--- src/rtl/mem_pkg.sv ---
// Shared definitions for the MEM-stage load/store controller: mem_op field layout,
// access sizes, controller states and small address/data helpers.
package mem_pkg;
    localparam int OP_W       = 5;
    localparam int OP_LOAD    = 4;
    localparam int OP_STORE   = 3;
    localparam int OP_SIZE_HI = 2;
    localparam int OP_SIZE_LO = 1;
    localparam int OP_UNSIGN  = 0;

    localparam logic [1:0] SIZE_BYTE = 2'b00;
    localparam logic [1:0] SIZE_HALF = 2'b01;
    localparam logic [1:0] SIZE_WORD = 2'b10;

    typedef enum logic [1:0] {
        IDLE = 2'd0,
        WAIT = 2'd1,
        HOLD = 2'd2
    } state_e;

    function automatic logic addr_aligned(input logic [1:0] size, input logic [1:0] addr_lo);
        logic ok;
        ok = 1'b1;
        if (size == SIZE_WORD) begin
            ok = (addr_lo == 2'b00);
        end else if (size == SIZE_HALF) begin
            ok = ~addr_lo[0];
        end
        return ok;
    endfunction

    // The bus picks the live lanes from the address, so the store value is copied to all of them.
    function automatic logic [31:0] store_replicate(input logic [1:0] size, input logic [31:0] sd);
        logic [31:0] wd;
        case (size)
            SIZE_BYTE: wd = {4{sd[7:0]}};
            SIZE_HALF: wd = {2{sd[15:0]}};
            default:   wd = sd;
        endcase
        return wd;
    endfunction
endpackage

--- src/rtl/mem_load_align.sv ---
// Lane select and sign/zero extension of a 32-bit read word for byte, half and word loads.
// Purely combinational so the cache refill path can reuse it.
module mem_load_align
    import mem_pkg::*;
(
    input  logic [31:0] rdata,
    input  logic [1:0]  addr_lo,
    input  logic [1:0]  size,
    input  logic        unsign,
    output logic [31:0] result
);
    logic [7:0]  lane [4];
    logic [7:0]  byte_sel;
    logic [15:0] half_sel;

    for (genvar gi = 0; gi < 4; gi++) begin : g_lane
        assign lane[gi] = rdata[gi*8 +: 8];
    end

    assign byte_sel = lane[addr_lo];
    assign half_sel = addr_lo[1] ? rdata[31:16] : rdata[15:0];

    always_comb begin
        case (size)
            SIZE_BYTE: result = {{24{~unsign & byte_sel[7]}}, byte_sel};
            SIZE_HALF: result = {{16{~unsign & half_sel[15]}}, half_sel};
            default:   result = rdata;
        endcase
    end
endmodule

--- src/rtl/mem_lsu_ctrl.sv ---
// MEM-stage load/store controller: issues one sram_like request per instruction, holds load
// data across WB stalls and drops responses that belong to requests orphaned by a flush.
module mem_lsu_ctrl
    import mem_pkg::*;
#(
    parameter logic [31:0] PADDR_MASK = 32'h1FFF_FFFF,
    parameter int          MAX_STALE  = 3
)(
    input  logic              clk,
    input  logic              resetn,
    input  logic              mem_valid,
    input  logic              cancel,
    input  logic [OP_W-1:0]   mem_op,
    input  logic [31:0]       vaddr,
    input  logic [31:0]       store_data,
    input  logic              wb_allow_in,
    output logic              mem_over,
    output logic [31:0]       load_result,
    output logic              adel,
    output logic              ades,
    output logic              data_req,
    output logic              data_wr,
    output logic [1:0]        data_size,
    output logic [31:0]       data_addr,
    output logic [31:0]       data_wdata,
    input  logic [31:0]       data_rdata,
    input  logic              data_addr_ok,
    input  logic              data_data_ok
);
    localparam int               CNT_W   = $clog2(MAX_STALE + 1);
    localparam logic [CNT_W-1:0] CNT_ONE = CNT_W'(1);
    localparam logic [CNT_W-1:0] CNT_MAX = CNT_W'(MAX_STALE);

    logic        is_load, is_store, unsign, aligned, access, launch;
    logic        stale_ok, own_ok;
    logic [1:0]  size;
    logic [31:0] align_out;

    state_e           state_reg, state_next;
    logic [CNT_W-1:0] stale_cnt_reg, stale_cnt_next;
    logic [31:0]      hold_q_reg, hold_q_next;

    assign is_load  = mem_op[OP_LOAD];
    assign is_store = mem_op[OP_STORE];
    assign size     = mem_op[OP_SIZE_HI:OP_SIZE_LO];
    assign unsign   = mem_op[OP_UNSIGN];
    assign aligned  = addr_aligned(size, vaddr[1:0]);
    assign access   = mem_valid & (is_load | is_store);
    // Depends only on registered state and pipe inputs, never on data_data_ok.
    assign launch   = access & aligned & ~cancel & (stale_cnt_reg < CNT_MAX);
    assign stale_ok = data_data_ok & (stale_cnt_reg != '0);
    assign own_ok   = data_data_ok & (stale_cnt_reg == '0) & (state_reg == WAIT);

    mem_load_align u_load_align (
        .rdata   (data_rdata),
        .addr_lo (vaddr[1:0]),
        .size    (size),
        .unsign  (unsign),
        .result  (align_out)
    );

    always_ff @(posedge clk or negedge resetn) begin
        if (!resetn) begin
            state_reg     <= IDLE;
            stale_cnt_reg <= '0;
            hold_q_reg    <= '0;
        end else begin
            state_reg     <= state_next;
            stale_cnt_reg <= stale_cnt_next;
            hold_q_reg    <= hold_q_next;
        end
    end

    always_comb begin
        state_next     = state_reg;
        stale_cnt_next = stale_cnt_reg;
        hold_q_next    = hold_q_reg;
        mem_over       = 1'b0;
        load_result    = '0;
        adel           = 1'b0;
        ades           = 1'b0;
        data_req       = 1'b0;
        data_wr        = 1'b0;
        data_size      = size;
        data_addr      = vaddr & PADDR_MASK;
        data_wdata     = store_replicate(size, store_data);

        // Responses are in order, so the oldest outstanding ones are always the orphans.
        if (stale_ok) begin
            stale_cnt_next = stale_cnt_reg - CNT_ONE;
        end

        case (state_reg)
            IDLE: begin
                adel     = mem_valid & is_load & ~aligned;
                ades     = mem_valid & is_store & ~aligned;
                mem_over = mem_valid & ~(access & aligned);
                data_req = launch;
                data_wr  = is_store;
                if (launch && data_addr_ok) begin
                    state_next = WAIT;
                end
            end
            WAIT: begin
                if (cancel) begin
                    state_next = IDLE;
                    if (stale_ok) begin
                        stale_cnt_next = stale_cnt_reg;
                    end else if (!own_ok) begin
                        stale_cnt_next = stale_cnt_reg + CNT_ONE;
                    end
                end else if (own_ok) begin
                    mem_over    = 1'b1;
                    load_result = is_load ? align_out : '0;
                    if (wb_allow_in) begin
                        state_next = IDLE;
                    end else begin
                        hold_q_next = load_result;
                        state_next  = HOLD;
                    end
                end
            end
            HOLD: begin
                mem_over    = 1'b1;
                load_result = hold_q_reg;
                if (wb_allow_in || cancel) begin
                    state_next = IDLE;
                end
            end
            default: state_next = IDLE;
        endcase

        if (!resetn) begin
            mem_over    = 1'b0;
            load_result = '0;
            adel        = 1'b0;
            ades        = 1'b0;
            data_req    = 1'b0;
            data_wr     = 1'b0;
            data_size   = '0;
            data_addr   = '0;
            data_wdata  = '0;
        end
    end

    // Outside WAIT a response is only legal when it drains an orphaned request.
    assert property (@(posedge clk) disable iff (!resetn)
        !(data_data_ok && (stale_cnt_reg == '0) && (state_reg != WAIT)));
endmodule

--- config.mk ---
export PLATFORM = sky130hd
export DESIGN_NAME = mem_lsu_ctrl
export DESIGN_NICKNAME = d
export VERILOG_FILES = /design/src/rtl/mem_pkg.sv /design/src/rtl/mem_load_align.sv /design/src/rtl/mem_lsu_ctrl.sv
export SDC_FILE = /design/constraint.sdc
export NUM_CORES = 1
export LEC_CHECK = 0
export CORE_MARGIN = 2
export CORE_UTILIZATION = 42
export DETAILED_ROUTE_END_ITERATION = 12
export HOLD_SLACK_MARGIN = 0.06
export PLACE_DENSITY = 0.93
export SYNTH_ARGS = -nofsm -noshare
export SYNTH_HDL_FRONTEND = slang
export SYNTH_SLANG_ARGS = --single-unit
--- constraint.sdc ---
create_clock -name clk -period 4.6 [get_ports clk]
set_input_delay 1.38 -clock clk [delete_from_list [all_inputs] [get_ports clk]]
set_output_delay 1.38 -clock clk [all_outputs]
set_load 0.01 [all_outputs]
After elaboration in Yosys (flattened, before gate mapping)
Index checks and enable logic that the tools add are counted.
- multipliers: 0
- reduce and logical (&&, ||, !) cells: 9
- $add $sub $neg: 2
- magnitude comparators: 2
- bitwise logic cells: 22
- mux-type cells: 39
- shift-type cells: 0
- divide/modulo/power cells: 0
- eq/ne operators: 8
- operator list (cell ; count):
    $pmux 32 s2 ; 3
    $mux 32 ; 5
    $mux 29 ; 1
    $mux 2 ; 11
    $bmux 8 s2 ; 1
    $mux 16 ; 1
    $mux 8 ; 2
    $and 1x1->1 ; 14
    $mux 1 ; 13
    $logic_not 2->1 ; 4
    $ne 3x3->1 const B ; 2
    $not 1->1 ; 6
    $pmux 2 s3 ; 1
    $eq 2x1->1 const B ; 2
    $eq 2x2->1 const B ; 2
    $ne 2x2->1 const B ; 2
    $reduce_and 4->1 ; 1
    $ge 3x3->1 const B ; 1
    $not 2->3 ; 1
    $pmux 1 s3 ; 1
    $reduce_and 3->1 ; 1
    $add 2x1->2 const B ; 1
    $lt 2x2->1 const B ; 1
    $reduce_bool 2->1 ; 1
    4 further kinds ; 4
- RAM bits: 0
- logic and storage cells: 85
- bits in latches: 0
- memories: 0
- output and inout port bits: 103
- bits in read-only memories: 0
- register bits: 36
- input port bits: 108

Depth between registers and ports, before layout
- depth after elaboration: 11
- mapped depth: 7
- depth with buffers taken out: 6

Cells and area by module
Synthesis repeated with hierarchy kept, for this count alone.
- cell total of the unflattened synthesis: 493
- area total of the unflattened synthesis: 3681.0 um^2
- by module, submodules not included (module ; sequential area each (um^2) ; cells each ; times used ; area an instance (um^2)):
    mem_lsu_ctrl ; 900.9 ; 400 ; 1 ; 2971.6
    mem_load_align ; 0.0 ; 93 ; 1 ; 709.4

Least setup slack after synthesis
Ideal clock, no wire load.
- path type: input to output
- start: input vaddr[1]
- end: output load_result[21]
- buffers on the path: 2
- arrival time: 2.667 ns
- stages: 6
- path slack: 0.553 ns
- required time: 3.220 ns
- cells stage by stage: buf_4 or4_4 nand3_4 nor4_4 buf_6 a221o_1
- longest elaborated chain between the ends: 11
- elaborated cells between the ends (all ways): 13
- those cells by class: mux: 10; bitwise: 3
- RTL lines (element ; line ; text):
    start: declaration ; mem_lsu_ctrl.sv:14 ; input logic [31:0] vaddr,
    $not 2->3 (implied by the code) ; mem_load_align.sv:20 ; assign byte_sel = lane[addr_lo];
    $bmux 8 s2 ; mem_load_align.sv:20 ;
    $mux 8 (implied by the code) (2 in series) ; mem_load_align.sv:20 ;
    $and 1x1->1 ; mem_load_align.sv:25 ; SIZE_BYTE: result = {{24{~unsign & byte_sel[7]}}, byte_sel};
    $pmux 32 s2 * ; mem_load_align.sv:24 ; case (size)
    $mux 32 * ; mem_lsu_ctrl.sv:114 ; load_result = is_load ? align_out : '0;
    $mux 32 * ; mem_lsu_ctrl.sv:112 ; end else if (own_ok) begin
    $mux 32 * ; mem_lsu_ctrl.sv:105 ; if (cancel) begin
    $pmux 32 s2 * ; mem_lsu_ctrl.sv:93 ; case (state_reg)
    $mux 32 * ; mem_lsu_ctrl.sv:133 ; if (!resetn) begin
    end: declaration ; mem_lsu_ctrl.sv:18 ; output logic [31:0] load_result,
Mark *: on every way between the ends. The rest lies on a longest branch, timed or not. The select of a mux whose other input is x is not followed.

Final worst setup path
- start: input cancel
- end: output load_result[10]
- longest elaborated chain between the ends: 3
- RTL lines (element ; line ; text):
    start: declaration ; mem_lsu_ctrl.sv:12 ; input logic cancel,
    $mux 32 ; mem_lsu_ctrl.sv:105 ;
    $pmux 32 s2 ; mem_lsu_ctrl.sv:93 ;
    $mux 32 ; mem_lsu_ctrl.sv:133 ;
No other way between the ends.

==> results.md <==
- Max reg flops: 32
- Pwr Density: 220.2 nW/um2
- Routed vias/inst: between 5 and 6
- Via count: ~4500
- Die W: around 96 um
- Register area share after synthesis: between 20% and 30%
- Warnings from Yosys: 0
- Slew @ Worst Pin: 1.074 ns
- # setup viols final: 4
- Initial DRC Count: 354
- Clock-pin slew on the worst setup and hold paths: ~0.080 ns
- Vias in the first global route: between 4000 and 5000
- First-pass GRT wire length: 22610 um
- Number of synthesized register bits: 36
- Drt wl/cell: 20.02 um
- Core Area: 8258 um2
- Number of max-cap violations: 0
- Antenna violations before repair: 0
- Row count: 33
- EDFF count, synth: 0
- Cells after DPL: between 700 and 800
- Layout Utilization: between 70% and 80%
- Worst-path fanout max: 7
- Startpoint Class: primary input
- LEAKAGE: 2.742 nW
- Htree depth: 2
- Final period util: 100.5%
- Max transition margin: 27.99%
- Status: complete, but fails checks
- Largest cells by area after synthesis: dfrtp_1, a221o_1, mux2i_1
- Clock power frac: 17.9%
- Number of remaining DRC errors: 0
- NetSw: 0.4965 mW
- Maximum clock rate: approximately 0.22 GHz
- Worst path required time: ~3.2 ns
- Clock latency on the worst-skew pair: approximately 0.29 ns
- Sw Ratio: a little under two fifths
- Cts hold-fix bufs: 0
- Hold violation count in the final report: 0
- Post-Layout Cell Count: slightly below 800
- CTS Buf Count: 5
- Pre-CTS WS: -0.6799 ns
- Antenna Cells: 0
- Starting Density: 43.39%
- Cell-internal power: ~0.85 mW
- Area leader, netlist: dfrtp_1
- Final Skew: about 0.0051 ns
- GRT Residual Overflow: 0
- Register share of total power: a little over a third
- Asr flop ratio synth: 100.0%
- Final min period: roughly 4.6 ns
- Synth cell types: between 50 and 60
- Top_reg_cell synth: dfrtp_1
- WL final: 15550 um
- Largest net degree at the start of global routing: 50
- Nets@finish: around 790
- Full die area: between 9000 and 10000 um2
- Die Y: 96.37 um
- Syn Area/Cell: 8.334 um2
- Setup ws final: -0.02166 ns
- WS Path Type: primary input to primary output
- Port bufs: approximately 200
- Gate power share: 47.5%
- Setup TNS: -0.04885 ns
- Post-detail-place hpwl: 11800 um
- Pre-antenna DRT Iters: 5
- Peak supply drop: 0.1924 mV
- Synth Instances: 430
- IO Count: between 200 and 250
- Synth top area share: 25.14%
- Violated checks: negative setup slack
- Hold crit path type: flop to flop
- Crit path capture type: primary output
- Clock tree buffer depth: 2
- GPL Wtd Cong: approximately 0.96
- Max-slew violations: 0
- RSZ-0062 raised after global routing: yes
- Clock root buffer: clkbuf_8
- Area growth, synth to finish: 70.81%
- Total power: 1.348 mW
- Mapped Area: ~3600 um2
- Share of layout cells above drive strength 1: 18.60%
- CTS Sinks: 36
- CTS tree: yes
- Arrival @ worst endpoint: approximately 3.2 ns
- Gr usage total: 31.31%
- Post-route antenna net violation count: 0
-- cells by family after synthesis --
family	synth area share (%)
adders and majority gates	2.654
xor gates and xnor gates	0.2445
buffers and inverters	6.669
AOI/OAI and AO/OA	28.56
DFF	25.14
muxes	10.16
and+or+nand+nor	26.47
other	0.1046
-- cells in the mapped netlist, types with 9 or more instances --
master / count
nand2_1: 57
and2_1: 40
dfrtp_1: 36
a221o_1: 33
mux2i_1: 33
clkbuf_1: 19
o21ai_0: 18
a21oi_1: 17
nor2_1: 14
o31ai_1: 14
nor2b_1: 11
nand3_1: 9
-- final timing paths --
check / from / endpoint / slack [ns] / cells past startpoint
setup / recovery: cancel / load_result[10] / -0.02 / 7
hold / removal: hold_q_reg[11] / hold_q_reg[11] / 0.48 / 2
setup reg to reg: state_reg[1] / hold_q_reg[9] / 2.05 / 9
hold reg to reg: hold_q_reg[11] / hold_q_reg[11] / 0.48 / 2
max in group asynchronous: resetn / hold_q_reg[12] / 2.82 / 3
min in group asynchronous: resetn / state_reg[1] / 1.18 / 2
-- power groups by stage --
stage	Clock [mW]	Sequential, mW	Combinational (mW)
after floorplan	0	0.455	0.325
after global placement	0	0.463	0.592
after detailed placement	0	0.471	0.625
after CTS	0.243	0.465	0.630
after global routing	0.258	0.478	0.692
final	0.241	0.467	0.640
-- critical path, cell delays in order --
cell	delay [ns]
clkdlybuf4s50_1	0.43
and4b_2	0.34
and2_0	0.22
buf_4	0.17
o21ai_0	0.12
o31ai_1	0.27
dlygate4sd2_1	0.32
-- placed cells by master (no fill, tap or decap), drive strengths merged, types with 2 or more instances in the layout --
master           n
o2111ai          8
and2            41
nand3           10
clkdlybuf4s50  159
a21boi           8
or3b             2
ha               6
clkbuf          21
or2              7
o31ai           14
a21oi           17
dlygate4sd2     20
dfrtp           36
dlymetal6s2s     2
o211a            8
inv              8
o21a             8
nand2b           6
o21ai           20
nor2            14
conb             3
or2b             2
clkdlybuf4s15    3
or4              2
a22oi            8
clkinv           2
a221o           33
buf             72
nand3b           4
nor3             4
mux2i           33
nor3b            2
and3             3
nand2           57
nor4             2
o211ai           3
nor2b           11
maj3             2
-- area by class of cell --
type / count / area [um2]
flip-flops and latches: 36 / 900.9
inverters: 9 / 37.54
clock inverters: 2 / 10.01
repair buffers: 271 / 2464
well taps: 105 / 131.4
fillers: 575 / 2137
clock buffers: 6 / 82.58
multi-input cells: 348 / 2495
-- what timing repair did --
item	CTS	global route
setup buffers	4	1
gates resized for setup	67	40
cloned	1	0
endpoints found under the setup margin	52	28
pin swaps	6	4
-- per-stage QoR --
step,cell area (um2),hold WS [ns]
after floorplan,3591,0.4493
after global placement,6012,0.4597
after detailed placement,6012,0.4680
after CTS,6176,0.4853
after global routing,6121,0.5132
final,6121,0.4818
-- routing by layer --
metal,share of wire [%],global-route usage [%],routed length (um),vias up
li1,-,-,-,2067
met5,0,0,0,-
met4,2.4,7.864,366,0
met2,49,53.24,7645,270
met3,9.1,7.603,1412,36
met1,39,39.94,6129,2156
Note: power is estimated with default switching activity, not from simulation.
